$ cat src/rtl/axi4lite_bank_if.sv
`default_nettype none
// axi4lite_bank_if - AXI4-Lite slave fanning one port out to NUM_BANKS IP memory banks.
// Rev 1.0 - fold strobe accumulation, range check with SLVERR, read watchdog, per-bank read ack.
module axi4lite_bank_if #(
  parameter int ADDR_WIDTH     = 32,
  parameter int DATA_WIDTH     = 32,
  parameter int IP_DATA_WIDTH  = 64,
  parameter int NUM_BANKS      = 4,
  parameter int BANK_ADDR_BITS = 12,
  parameter int RD_TIMEOUT     = 16
) (
  input  logic                                              aclk,
  input  logic                                              aresetn,
  input  logic                                              i_awvalid,
  output logic                                              o_awready,
  input  logic [ADDR_WIDTH-1:0]                             i_awaddr,
  input  logic [2:0]                                        i_awprot,
  input  logic                                              i_wvalid,
  output logic                                              o_wready,
  input  logic [DATA_WIDTH-1:0]                             i_wdata,
  input  logic [DATA_WIDTH/8-1:0]                           i_wstrb,
  output logic                                              o_bvalid,
  input  logic                                              i_bready,
  output logic [1:0]                                        o_bresp,
  input  logic                                              i_arvalid,
  output logic                                              o_arready,
  input  logic [ADDR_WIDTH-1:0]                             i_araddr,
  input  logic [2:0]                                        i_arprot,
  output logic                                              o_rvalid,
  input  logic                                              i_rready,
  output logic [DATA_WIDTH-1:0]                             o_rdata,
  output logic [1:0]                                        o_rresp,
  output logic [NUM_BANKS-1:0]                              o_ip_en,
  output logic                                              o_ip_wen,
  output logic [BANK_ADDR_BITS-$clog2(IP_DATA_WIDTH/8)-1:0] o_ip_addr,
  output logic [IP_DATA_WIDTH-1:0]                          o_ip_wdata,
  output logic [IP_DATA_WIDTH/8-1:0]                        o_ip_wstrb,
  input  logic [NUM_BANKS-1:0]                              i_ip_rack,
  input  logic [NUM_BANKS*IP_DATA_WIDTH-1:0]                i_ip_rdata
);

  localparam int c_nf    = IP_DATA_WIDTH / DATA_WIDTH;
  localparam int c_sw    = DATA_WIDTH / 8;
  localparam int c_isw   = IP_DATA_WIDTH / 8;
  localparam int c_alsb  = $clog2(c_sw);
  localparam int c_iplsb = $clog2(c_isw);
  localparam int c_ipaw  = BANK_ADDR_BITS - c_iplsb;
  localparam int c_fw    = (c_nf > 1) ? $clog2(c_nf) : 1;
  localparam int c_bw    = (NUM_BANKS > 1) ? $clog2(NUM_BANKS) : 1;
  localparam int c_cw    = $clog2(RD_TIMEOUT + 1);
  localparam logic [ADDR_WIDTH:0] c_limit = (ADDR_WIDTH+1)'(NUM_BANKS) << BANK_ADDR_BITS;
  localparam logic [1:0] c_okay   = 2'b00;
  localparam logic [1:0] c_slverr = 2'b10;

  typedef enum logic [1:0] {
    IDLE    = 2'd0,
    WR_RESP = 2'd1,
    RD_WAIT = 2'd2,
    RD_RESP = 2'd3
  } state_t;

  state_t                             r_state, w_state_nxt;
  logic                               r_awready, r_wready, r_arready;
  logic                               r_bvalid, r_rvalid;
  logic [1:0]                         r_bresp, r_rresp;
  logic [DATA_WIDTH-1:0]              r_rdata;
  logic [NUM_BANKS-1:0]               r_ip_en;
  logic                               r_ip_wen;
  logic [c_ipaw-1:0]                  r_ip_addr;
  logic [IP_DATA_WIDTH-1:0]           r_ip_wdata;
  logic [c_isw-1:0]                   r_ip_wstrb;
  logic [c_nf-1:0][DATA_WIDTH-1:0]    r_stage, w_stage_mrg;
  logic [c_nf-1:0][c_sw-1:0]          r_strb, w_strb_mrg;
  logic [c_bw-1:0]                    r_bank;
  logic [c_fw-1:0]                    r_fold;
  logic [c_cw-1:0]                    r_cnt;

  logic                               w_aw_fire, w_ar_fire, w_in_range, w_last;
  logic [ADDR_WIDTH-1:0]              w_addr;
  logic [c_fw-1:0]                    w_fold;
  logic [c_bw-1:0]                    w_bank;
  logic [NUM_BANKS-1:0]               w_bank_oh;
  logic [c_ipaw-1:0]                  w_ip_addr;
  logic [IP_DATA_WIDTH-1:0]           w_rslice, w_rshift;
  logic                               w_rack, w_timeout;
  logic                               w_unused_prot;

  generate
    if (DATA_WIDTH != 32 && DATA_WIDTH != 64) begin : g_bad_data_width
      $error("axi4lite_bank_if: DATA_WIDTH must be 32 or 64");
    end
  endgenerate

  // Write wins over a simultaneous read, so the decode follows the write address then.
  assign w_aw_fire  = (r_state == IDLE) && i_awvalid && i_wvalid;
  assign w_ar_fire  = (r_state == IDLE) && i_arvalid && !(i_awvalid && i_wvalid);
  assign w_addr     = (i_awvalid && i_wvalid) ? i_awaddr : i_araddr;
  assign w_in_range = {1'b0, w_addr} < c_limit;
  assign w_ip_addr  = w_addr[BANK_ADDR_BITS-1:c_iplsb];
  assign w_bank_oh  = NUM_BANKS'(1) << w_bank;
  assign w_last     = (w_fold == c_fw'(c_nf - 1));

  generate
    if (c_nf > 1) begin : g_fold
      assign w_fold = w_addr[c_alsb +: c_fw];
    end else begin : g_single_fold
      assign w_fold = '0;
    end
    if (NUM_BANKS > 1) begin : g_bank
      assign w_bank = w_addr[BANK_ADDR_BITS +: c_bw];
    end else begin : g_single_bank
      assign w_bank = '0;
    end
  endgenerate

  always_comb begin
    w_stage_mrg         = r_stage;
    w_strb_mrg          = r_strb;
    w_stage_mrg[w_fold] = i_wdata;
    w_strb_mrg[w_fold]  = i_wstrb;
  end

  assign w_rslice      = i_ip_rdata[32'(r_bank) * IP_DATA_WIDTH +: IP_DATA_WIDTH];
  assign w_rshift      = w_rslice >> (32'(r_fold) * DATA_WIDTH);
  assign w_rack        = i_ip_rack[r_bank];
  assign w_timeout     = (r_cnt == c_cw'(RD_TIMEOUT - 1));
  assign w_unused_prot = ^{i_awprot, i_arprot};

  always_ff @(posedge aclk or negedge aresetn) begin
    if (!aresetn) r_state <= IDLE;
    else          r_state <= w_state_nxt;
  end

  always_comb begin
    w_state_nxt = r_state;
    case (r_state)
      IDLE: begin
        if (w_aw_fire)      w_state_nxt = WR_RESP;
        else if (w_ar_fire) w_state_nxt = w_in_range ? RD_WAIT : RD_RESP;
      end
      WR_RESP: if (r_bvalid && i_bready)    w_state_nxt = IDLE;
      RD_WAIT: if (w_rack || w_timeout)     w_state_nxt = RD_RESP;
      RD_RESP: if (r_rvalid && i_rready)    w_state_nxt = IDLE;
      default: w_state_nxt = IDLE;
    endcase
  end

  always_ff @(posedge aclk or negedge aresetn) begin
    if (!aresetn) begin
      r_awready  <= 1'b0;
      r_wready   <= 1'b0;
      r_arready  <= 1'b0;
      r_bvalid   <= 1'b0;
      r_bresp    <= c_okay;
      r_rvalid   <= 1'b0;
      r_rresp    <= c_okay;
      r_rdata    <= '0;
      r_ip_en    <= '0;
      r_ip_wen   <= 1'b0;
      r_ip_addr  <= '0;
      r_ip_wdata <= '0;
      r_ip_wstrb <= '0;
      r_stage    <= '0;
      r_strb     <= '0;
      r_bank     <= '0;
      r_fold     <= '0;
      r_cnt      <= '0;
    end else begin
      r_awready <= 1'b0;
      r_wready  <= 1'b0;
      r_arready <= 1'b0;
      r_ip_en   <= '0;
      r_ip_wen  <= 1'b0;
      case (r_state)
        IDLE: begin
          if (w_aw_fire) begin
            r_awready <= 1'b1;
            r_wready  <= 1'b1;
            r_bresp   <= w_in_range ? c_okay : c_slverr;
            if (w_in_range) begin
              r_stage[w_fold] <= i_wdata;
              r_strb[w_fold]  <= i_wstrb;
              // Last fold completes the IP word; staged strobes restart for the next word.
              if (w_last) begin
                r_ip_en    <= w_bank_oh;
                r_ip_wen   <= 1'b1;
                r_ip_addr  <= w_ip_addr;
                r_ip_wdata <= w_stage_mrg;
                r_ip_wstrb <= w_strb_mrg;
                r_strb     <= '0;
              end
            end
          end else if (w_ar_fire) begin
            r_arready <= 1'b1;
            r_cnt     <= '0;
            r_bank    <= w_bank;
            r_fold    <= w_fold;
            r_rdata   <= '0;
            r_rresp   <= w_in_range ? c_okay : c_slverr;
            if (w_in_range) begin
              r_ip_en   <= w_bank_oh;
              r_ip_addr <= w_ip_addr;
            end
          end
        end
        WR_RESP: begin
          if (!r_bvalid) begin
            r_bvalid <= 1'b1;
          end else if (i_bready) begin
            r_bvalid <= 1'b0;
            r_bresp  <= c_okay;
          end
        end
        RD_WAIT: begin
          if (w_rack) begin
            r_rvalid <= 1'b1;
            r_rdata  <= w_rshift[DATA_WIDTH-1:0];
            r_rresp  <= c_okay;
          end else if (w_timeout) begin
            r_rvalid <= 1'b1;
            r_rdata  <= '0;
            r_rresp  <= c_slverr;
          end else begin
            r_cnt <= r_cnt + c_cw'(1);
          end
        end
        RD_RESP: begin
          // Out-of-range reads arrive here without rvalid and raise it one cycle later.
          if (!r_rvalid) begin
            r_rvalid <= 1'b1;
          end else if (i_rready) begin
            r_rvalid <= 1'b0;
            r_rdata  <= '0;
            r_rresp  <= c_okay;
          end
        end
        default: ;
      endcase
    end
  end

  assign o_awready  = r_awready;
  assign o_wready   = r_wready;
  assign o_arready  = r_arready;
  assign o_bvalid   = r_bvalid;
  assign o_bresp    = r_bresp;
  assign o_rvalid   = r_rvalid;
  assign o_rresp    = r_rresp;
  assign o_rdata    = r_rdata;
  assign o_ip_en    = r_ip_en;
  assign o_ip_wen   = r_ip_wen;
  assign o_ip_addr  = r_ip_addr;
  assign o_ip_wdata = r_ip_wdata;
  assign o_ip_wstrb = r_ip_wstrb;

endmodule
`default_nettype wire

$ cat config.mk
export PLATFORM = sky130hd
export DESIGN_NAME = axi4lite_bank_if
export DESIGN_NICKNAME = d
export VERILOG_FILES = /design/src/rtl/axi4lite_bank_if.sv
export SDC_FILE = /design/constraint.sdc
export NUM_CORES = 1
export LEC_CHECK = 0
export BUFFER_PORTS_ARGS = -buffer_cell sky130_fd_sc_hd__clkbuf_2
export CORE_AREA = 4 4 192 194
export CTS_BUF_LIST = sky130_fd_sc_hd__clkbuf_4 sky130_fd_sc_hd__clkbuf_8 sky130_fd_sc_hd__clkbuf_16
export DETAILED_ROUTE_END_ITERATION = 7
export DIE_AREA = 0 0 196 198
export GPL_ROUTABILITY_DRIVEN = 0
export PLACE_DENSITY = 0.58
export SYNTH_ARGS = -nofsm -noshare
export SYNTH_HDL_FRONTEND = slang
export SYNTH_SLANG_ARGS = --single-unit
$ cat constraint.sdc
create_clock -name aclk -period 2.9 [get_ports aclk]
set_input_delay 0.58 -clock aclk [delete_from_list [all_inputs] [get_ports aclk]]
set_output_delay 0.58 -clock aclk [all_outputs]
set_load 0.03 [all_outputs]
# Yosys cells after proc, flatten, opt, wreduce, memory -nomap -nowiden
# Index checks and enable logic that the tools add are counted.
# classes
shifts	3
add_sub_neg	1
n_reduce_logical	25
muxes	68
n_eq_ne	19
n_div	0
n_mul	0
bitwise	1
n_lt_le_gt_ge	4
# op_table
cell	count
32-bit two-way mux	8
256-bit by 9-bit indexed part select with 64-bit output	1
32-bit case mux with 3 select lines	1
64-bit bitwise mux	1
64-bit by 6-bit right shift with 32-bit output	1
9-bit two-way mux	5
32-bit demux with 1-bit select	1
32-bit by 15-bit less-than comparator with 1-bit output, second input constant	1
2-bit two-way mux	15
4-bit two-way mux	7
2-bit != test, second input constant	12
5-bit two-way mux	4
1-bit two-way mux	17
4-bit AND reduction	4
5-bit case mux with 2 select lines	1
8-bit bitwise mux	1
1-bit logical AND	8
8-bit two-way mux	1
2-bit case mux with 4 select lines	1
2-bit nonzero test	4
3-bit != test, second input constant	2
2-bit case mux with 3 select lines	1
3-bit AND reduction	2
6-bit AND reduction	1
other kinds (20)	21
# totals
memories	0
ram_bits	0
input_bits	373
wordCells	141
romBits	0
out_inout_bits	127
latch_bits	0
ff_bits	208

# Logic depth before layout (Yosys ltp)
# Gate-level depths: netlist of the first run.
# logic_depth
depth_word	8
depth_mapped	9

# Worst setup path after synthesis of the first run
# Ideal clock, no wire load.
# synth_timing
kind	input port to flip-flop
start	input port i_awaddr[16]
end	register r_ip_addr[2], in the netlist o_ip_addr[2]
t_required_ps	2775
stages	6
t_arrival_ps	2655
path_slack_ps	120
path_cell_list	or4_4 > or2_1 > or3_4 > a2111oi_4 > buf_6 > mux2_4
# synth_via
elab_chain_len	3
# synth_rtl
item	line	rtl
from (decl)	16	input logic [ADDR_WIDTH-1:0] i_awaddr,
32-bit two-way mux	97	assign w_addr = (i_awvalid && i_wvalid) ? i_awaddr : i_araddr;
32-bit by 15-bit less-than comparator with 1-bit output	98	assign w_in_range = {1'b0, w_addr} < c_limit;
4-bit AND reduction (no line)	-	
to (signal assigned)	187	r_ip_addr <= w_ip_addr;
to (signal assigned)	202	r_ip_addr <= w_ip_addr;
to (decl)	69	logic [c_ipaw-1:0] r_ip_addr;
# No other way between the ends.
# A chain may end at the register's enable or synchronous reset.

# Worst setup path after layout of the first run
# layout_timing
start	register r_cnt[0]
end	register r_rdata[0], in the netlist o_rdata[0]
# layout_via
elab_chain_len	3
# layout_rtl
item	line	rtl
from (decl)	76	logic [c_cw-1:0] r_cnt;
from (signal assigned)	224	r_cnt <= r_cnt + c_cw'(1);
5-bit by 4-bit == test with 1-bit output	126	assign w_timeout = (r_cnt == c_cw'(RD_TIMEOUT - 1));
3-bit != test (no line)	-	
6-bit AND reduction (no line)	-	
to (signal assigned)	217	r_rdata <= w_rshift[DATA_WIDTH-1:0];
to (decl)	66	logic [DATA_WIDTH-1:0] r_rdata;
# No other way between the ends.

==> impl_metrics.toml, run 1 <==
[route]
drc = 0
finalWirelength_mm = 32.12
viasPerCell = 4.553
route.vias.total = 7817
wl_per_cell_um = 18.71
firstDrtPassIters = 4
drtIter0Drc = 297
ant_nets = 0

[worst_setup_path]
cp_slowest_cell = "dfrtp_1"
endpoint_kind = "register"
path_cells = "ha_1 -> and3_1 -> ha_1 -> nor2b_1 -> a22oi_1 -> o311ai_4 -> buf_4 -> nand2_1 -> o21ai_0"
path_class = "reg -> reg"
path_buf_inv = 1
crit_required_ps = 3230
cpLargestDelayFamily = "compound AO/OA/AOI/OAI gates"
worst_path_most_repeated_cell = "ha_1"
slowest_delay_ps = 440
startpoint_type = "register"
worstPathMaxFanout = 33
critPathArrivalTime_ps = 2820
ff2ff_setup_slack_ps = 420

[cts]
path_clk_slew_ps = 70
cts_setup_buffers = 0
cts_made_buffers = 17
clock_latency_ps = 430
htree_levels = 4
cts_tree = "done"
post_cts_resized = 0
cts_buffer_depth = 2
cts_hold_buffers = 0
cts-root-buf = "clkbuf_16"
cts.sinks = 170

[placement]
placed_area_sq_um = 11680
dp_hpwl_mm = 25.86
dp_slack_ps = -0.6539
port_buffers = 487

[yosys]
synthMuxAreaShare_pct = 27.77
synth_simple_gate_area_share_pct = 14.76
syn_area_per_cell_sq_um = 11.29
yosys.area.top_type = "dfrtp_1"
yosysWarnings = 0
ys_types = 45
synthFlopType = "dfrtp_1"
synth_compound_area_share_pct = 4.761
synth_area_leaders = "dfrtp_1 49%, mux4_2 17%, nand2_1 11%"
syn_inst = 768
synth_top_cell_area_share_pct = 49.05
synth-xor-area-share_pct = 0
async_reset_ff_share_pct = 100.0
synth_top_family_by_area = "multiplexers"
ys_seq_area_share_pct = 49.05
synth_edf_count = 0
yosysMostFrequentCell = "nand2_1"
synthAdderAreaFrac_pct = 0.2886
synth-seq-cells = 170
syn-cell-area_sq_um = 8672
synth_commonest_cells = "260 x nand2_1, 170 x dfrtp_1, 64 x mux4_2"

[status]
status = "finished, final reports clean"

[die]
die_w_um = 196
dieArea_sq_um = 38810
coreArea_sq_um = 35220
ios = 500
placementRows = 69
die_h_um = 198
start_util_pct = 24.62

[final_layout]
layout-drive-gt1-share_pct = 53.00
final_nets = 1614
final_util_pct = 34.74
area_growth_pct = 41.09
fin_area_sq_um = 12240

[global_route]
grt_max_degree = 88
overflow = 0
antenna_found_initial = 8
track_usage_pct = 15.81
grt_pass1_wl_mm = 47.60
grt_pass1_vias = 8151

[timing]
worstMarginPinSlew_ps = 877.7
hold_violations = 0
hold_slack_ps = 202.7
fmax_mhz = 402.5
clock_skew_ps = 12.60
relSlewSlack_pct = 41.49
setup_ws_ps = 415.8
rsz0062_at_grt = "false"
layout_worst_path_cycle_share_pct = 85.66
maxSlewViolCount = 0
final-setup-viol-count = 0
fin_crit_ps = 2484

[job]
cap_violations = 0

[power_and_ir_drop]
vdd_drop_max_mv = 0.5174
power_mw = 8.552
power.density_nw_per_um2 = 699.0
p_leak_nw = 6.586

[min_path]
hold_path_class = "in -> async"
[state kept, by name, indices dropped and copies added (netlist names)]
signal and flops:
o_arready 1, o_bresp 1, o_bvalid 1, o_ip_addr 9, o_ip_en 4, o_ip_wdata 64, o_ip_wen 1, o_ip_wstrb 8
o_rdata 32, o_rresp 1, o_rvalid 1, o_wready 1, r_bank 2, r_cnt 5, r_fold 1, r_stage 32
r_state 2, r_strb 4
[cells by family after synthesis]
kind of cell	Yosys count
muxes	152
adders and majority gates	2
buffers and inverters	65
other	1
and+or+nand+nor	309
DFF	170
AOI/OAI and AO/OA	69
[final cells by class]
| cell class | count | area, sq um |
|---|---|---|
| Sequential cell | 170 | 4260 |
| Timing Repair Buffer | 505 | 2644 |
| Tap cell | 461 | 576.8 |
| Inverter | 11 | 41.29 |
| Multi-Input combinational cell | 534 | 4155 |
| Clock inverter | 12 | 92.59 |
| Clock buffer | 19 | 452.9 |
| Antenna cell | 5 | 12.51 |
| Fill cell | 3627 | 22990 |
[routing by layer]
layer / vias up / GRT usage [%] / share of wire, %
li1: 3634 / - / -
met1: 3813 / 19.45 / 40
met2: 334 / 27.33 / 51
met3: 32 / 4.288 / 6.7
met4: 4 / 4.706 / 1.9
met5: - / 0 / 0.068
[final timing paths]
check	from	to	cells past startpoint
max	r_cnt[0]	o_rdata[0]	9
min	aresetn	o_ip_wdata[28]	1
max reg2reg	r_cnt[0]	o_rdata[0]	9
min reg2reg	r_stage[18]	o_ip_wdata[18]	2
max in group asynchronous	aresetn	o_ip_wdata[42]	2
min in group aclk	i_wdata[27]	o_ip_wdata[59]	3
[per-stage QoR]
stage          TNS, ps  instances
6_report             0       1717
5_1_grt              0       1717
4_1_cts              0       1712
3_5_place_dp   -0.6539       1681
3_3_place_gp         0       1681
2_1_floorplan        0        769
[cell usage in the layout, fill, tap and decap left out, types with 2 or more instances in the layout]
cell type and count:
and3_1 5, nand2_1 259, inv_6 3, clkinv_2 2
diode_2 5, nand3_1 9, o21ai_0 44, mux4_2 64
conb_1 2, nor4_1 6, mux2i_1 37, clkinvlp_4 4
a22oi_1 2, a21o_1 2, clkbuf_2 486, inv_1 11
buf_4 13, a21oi_1 9, a31oi_1 2, a22o_1 2
nor2b_1 3, clkbuf_8 3, mux2_4 6, and3b_2 2
nand4_1 2, buf_12 5, clkbuf_16 17, dfrtp_2 2
dfrtp_1 167, nor3_1 4, nor2_1 9, clkinv_4 3
mux2_2 45, ha_1 2
[where the power goes]
group	switching, mW	internal (mW)	total (mW)
Sequential	0.282	2.66	2.94
Combinational	1.88	1.54	3.42
Clock	1.05	1.15	2.20
Total	3.21	5.34	8.55
Power figures use the tool's default switching activity.
==> run 2: changes to the inputs <==
--- a/config.mk
+++ b/config.mk
@@ -7,9 +7,10 @@
 export LEC_CHECK = 0
+export ABC_AREA = 1
 export BUFFER_PORTS_ARGS = -buffer_cell sky130_fd_sc_hd__clkbuf_2
-export CORE_AREA = 4 4 192 194
+export CORE_AREA = 4 4 190 192
 export CTS_BUF_LIST = sky130_fd_sc_hd__clkbuf_4 sky130_fd_sc_hd__clkbuf_8 sky130_fd_sc_hd__clkbuf_16
 export DETAILED_ROUTE_END_ITERATION = 7
-export DIE_AREA = 0 0 196 198
+export DIE_AREA = 0 0 194 196
 export GPL_ROUTABILITY_DRIVEN = 0
-export PLACE_DENSITY = 0.58
+export PLACE_DENSITY = 0.6
 export SYNTH_ARGS = -nofsm -noshare
--- a/constraint.sdc
+++ b/constraint.sdc
@@ -3,2 +3,2 @@
 set_output_delay 0.58 -clock aclk [all_outputs]
-set_load 0.03 [all_outputs]
+set_load 0.005 [all_outputs]
==> run 2 against run 1 <==
- critical endpoint is now o_rresp[1]
- worst hold slack worse by 91 ps
- combinational power is 3% higher
- non-clock buffer count increased by 2
- sequential power fell by 6%
- register-to-register slack gained 270 ps
- count of clock-buffer cells in the layout decreased by 2
- core utilization grew 1.3 points
- area after synthesis grew 3.6%
==> impl_metrics.toml, run 2 <==
[final_layout]
largest_reg_flops = 64
num-fill-cells = 3643
diodes = 0
layout.cells.non_filler = 2125
final_util_pct = 36.08
final_cell_mix = "486 x clkbuf_2, 311 x nand2_1, 218 x o21ai_0, 184 x nor2_1, 169 x dfrtp_1"
area_growth_pct = 37.99
final_common_cell = "clkbuf_2"
final_nets = 2032
layout-drive-gt1-share_pct = 33.59
fin_area_sq_um = 12400

[worst_setup_path]
cp.depth = 11
path_cells = "clkinv_2 -> nand2_1 -> nand3_1 -> nand2_1 -> nand3_1 -> nand2_1 -> inv_1 -> nand2_2 -> inv_1 -> nand2_1 -> nand2_1"
ff2ff_setup_slack_ps = 680
endpoint_kind = "register"
critPathArrivalTime_ps = 2530
startpoint_type = "register"
path_class = "reg -> reg"
cpLargestDelayFamily = "simple AND/OR/NAND/NOR gates"
rr_endpoint = "o_rresp[1]"
cp_slowest_cell = "dfrtp_4"
worstPathMaxFanout = 34
path_buf_inv = 3
rr_worst_depth = 11
r2r-start = "r_bank[0]"
worst_path_most_repeated_cell = "nand2_1"
crit_required_ps = 3210
slowest_delay_ps = 630

[timing]
hold_violations = 0
clock_skew_ps = 15.30
finalSetupTns_ps = 0
fin_crit_ps = 2216
fmax_mhz = 451.3
maxSlewViolCount = 0
rsz0062_at_grt = "false"
worstMarginPinSlew_ps = 883.6
layout_worst_path_cycle_share_pct = 76.42
hold_slack_ps = 111.3
relSlewSlack_pct = 41.09
setup_ws_ps = 683.9
final-setup-viol-count = 0

[yosys]
syn-cell-area_sq_um = 8987
synth_compound_area_share_pct = 20.84
synth_commonest_cells = "311 x nand2_1, 218 x o21ai_0, 184 x nor2_1"
syn_area_per_cell_sq_um = 7.391
yosysMostFrequentCell = "nand2_1"
synth_area_leaders = "dfrtp_1 47%, nand2_1 13%, o21ai_0 12%"
async_reset_ff_share_pct = 100.0
synth_top_family_by_area = "simple AND/OR/NAND/NOR gates"
ys_types = 31
synth_top_cell_area_share_pct = 47.33
synth-xor-area-share_pct = 0.09745
synth_edf_count = 0
synthMuxAreaShare_pct = 0.1114
ys_seq_area_share_pct = 47.33
synthFlopType = "dfrtp_1"
yosysWarnings = 0
yosys.area.top_type = "dfrtp_1"
synthAdderAreaFrac_pct = 0.2784
syn_inst = 1216
synth-seq-cells = 170
synth_simple_gate_area_share_pct = 22.97

[cts]
cts-root-buf = "clkbuf_16"
cts_buffer_depth = 2
cts_setup_buffers = 0
post_cts_resized = 0
cts_tree = "done"
clock_latency_ps = 430
cts.sinks = 170
cts_made_buffers = 17
path_clk_slew_ps = 80
cts_hold_buffers = 0
htree_levels = 4

[global_route]
antenna_found_initial = 0
grt_pass1_vias = 9908
grt_max_degree = 103
grt_pass1_wl_mm = 53.80
overflow = 0
track_usage_pct = 17.36

[route]
drc = 0
viasPerCell = 4.639
drtIter0Drc = 507
wl_per_cell_um = 16.20
finalWirelength_mm = 34.42
ant_nets = 0
route.vias.total = 9858
firstDrtPassIters = 5

[placement]
dp_slack_ps = 277.8
dp_hpwl_mm = 26.60
port_buffers = 487
placed_area_sq_um = 11760
dp_cells = 2093

[die]
ios = 500
start_util_pct = 26.15
dieArea_sq_um = 38020
die_h_um = 196
placementRows = 68
die_w_um = 194
coreArea_sq_um = 34370

[job]
cap_violations = 0

[power_and_ir_drop]
power.density_nw_per_um2 = 705.4
p_leak_nw = 6.675
vdd_drop_max_mv = 0.3913
power_mw = 8.748

[status]
status = "finished, final reports clean"

[min_path]
hold_path_class = "in -> async"
## run 2: cell families after synthesis
group	count (synthesis)
flops	170
mux	1
xor+xnor	1
simple gates	529
other cells	1
buf+inv	168
fa+ha+maj	2
compound gates	344
## run 2: worst max-delay path by stage
stage,end,startpoint
detailed placement,o_ip_wdata[2],i_awvalid
global route,o_rdata[2],r_bank[0]
global placement,o_ip_wdata[0],i_awvalid
floorplan,o_ip_wdata[26],i_awvalid
finish,o_rresp[1],r_bank[0]
CTS,o_rresp[1],r_bank[0]
## run 2: area by class of cell
class / count / area, sq um / share of cell area (%)
multi-input combinational: 879 / 3994 / 32.20
clock buffer: 17 / 425.4 / 3.430
tap: 455 / 569.3 / 4.590
timing repair buffer: 507 / 2631 / 21.22
clock inverter: 15 / 215.2 / 1.735
sequential: 170 / 4258 / 34.33
inverter: 82 / 309.0 / 2.492
## run 2: per-layer routing
| layer | GRT usage, % | wire [um] |
|---|---|---|
| met5 | 0 | 0 |
| met4 | 4.688 | 722 |
| met3 | 3.624 | 2348 |
| met2 | 31.52 | 17400 |
| met1 | 20.92 | 13940 |
## run 2: power by group
part / switching [mW] / internal [mW]
Sequential: 0.183 / 2.57
Combinational: 2.35 / 1.18
Clock: 1.19 / 1.27
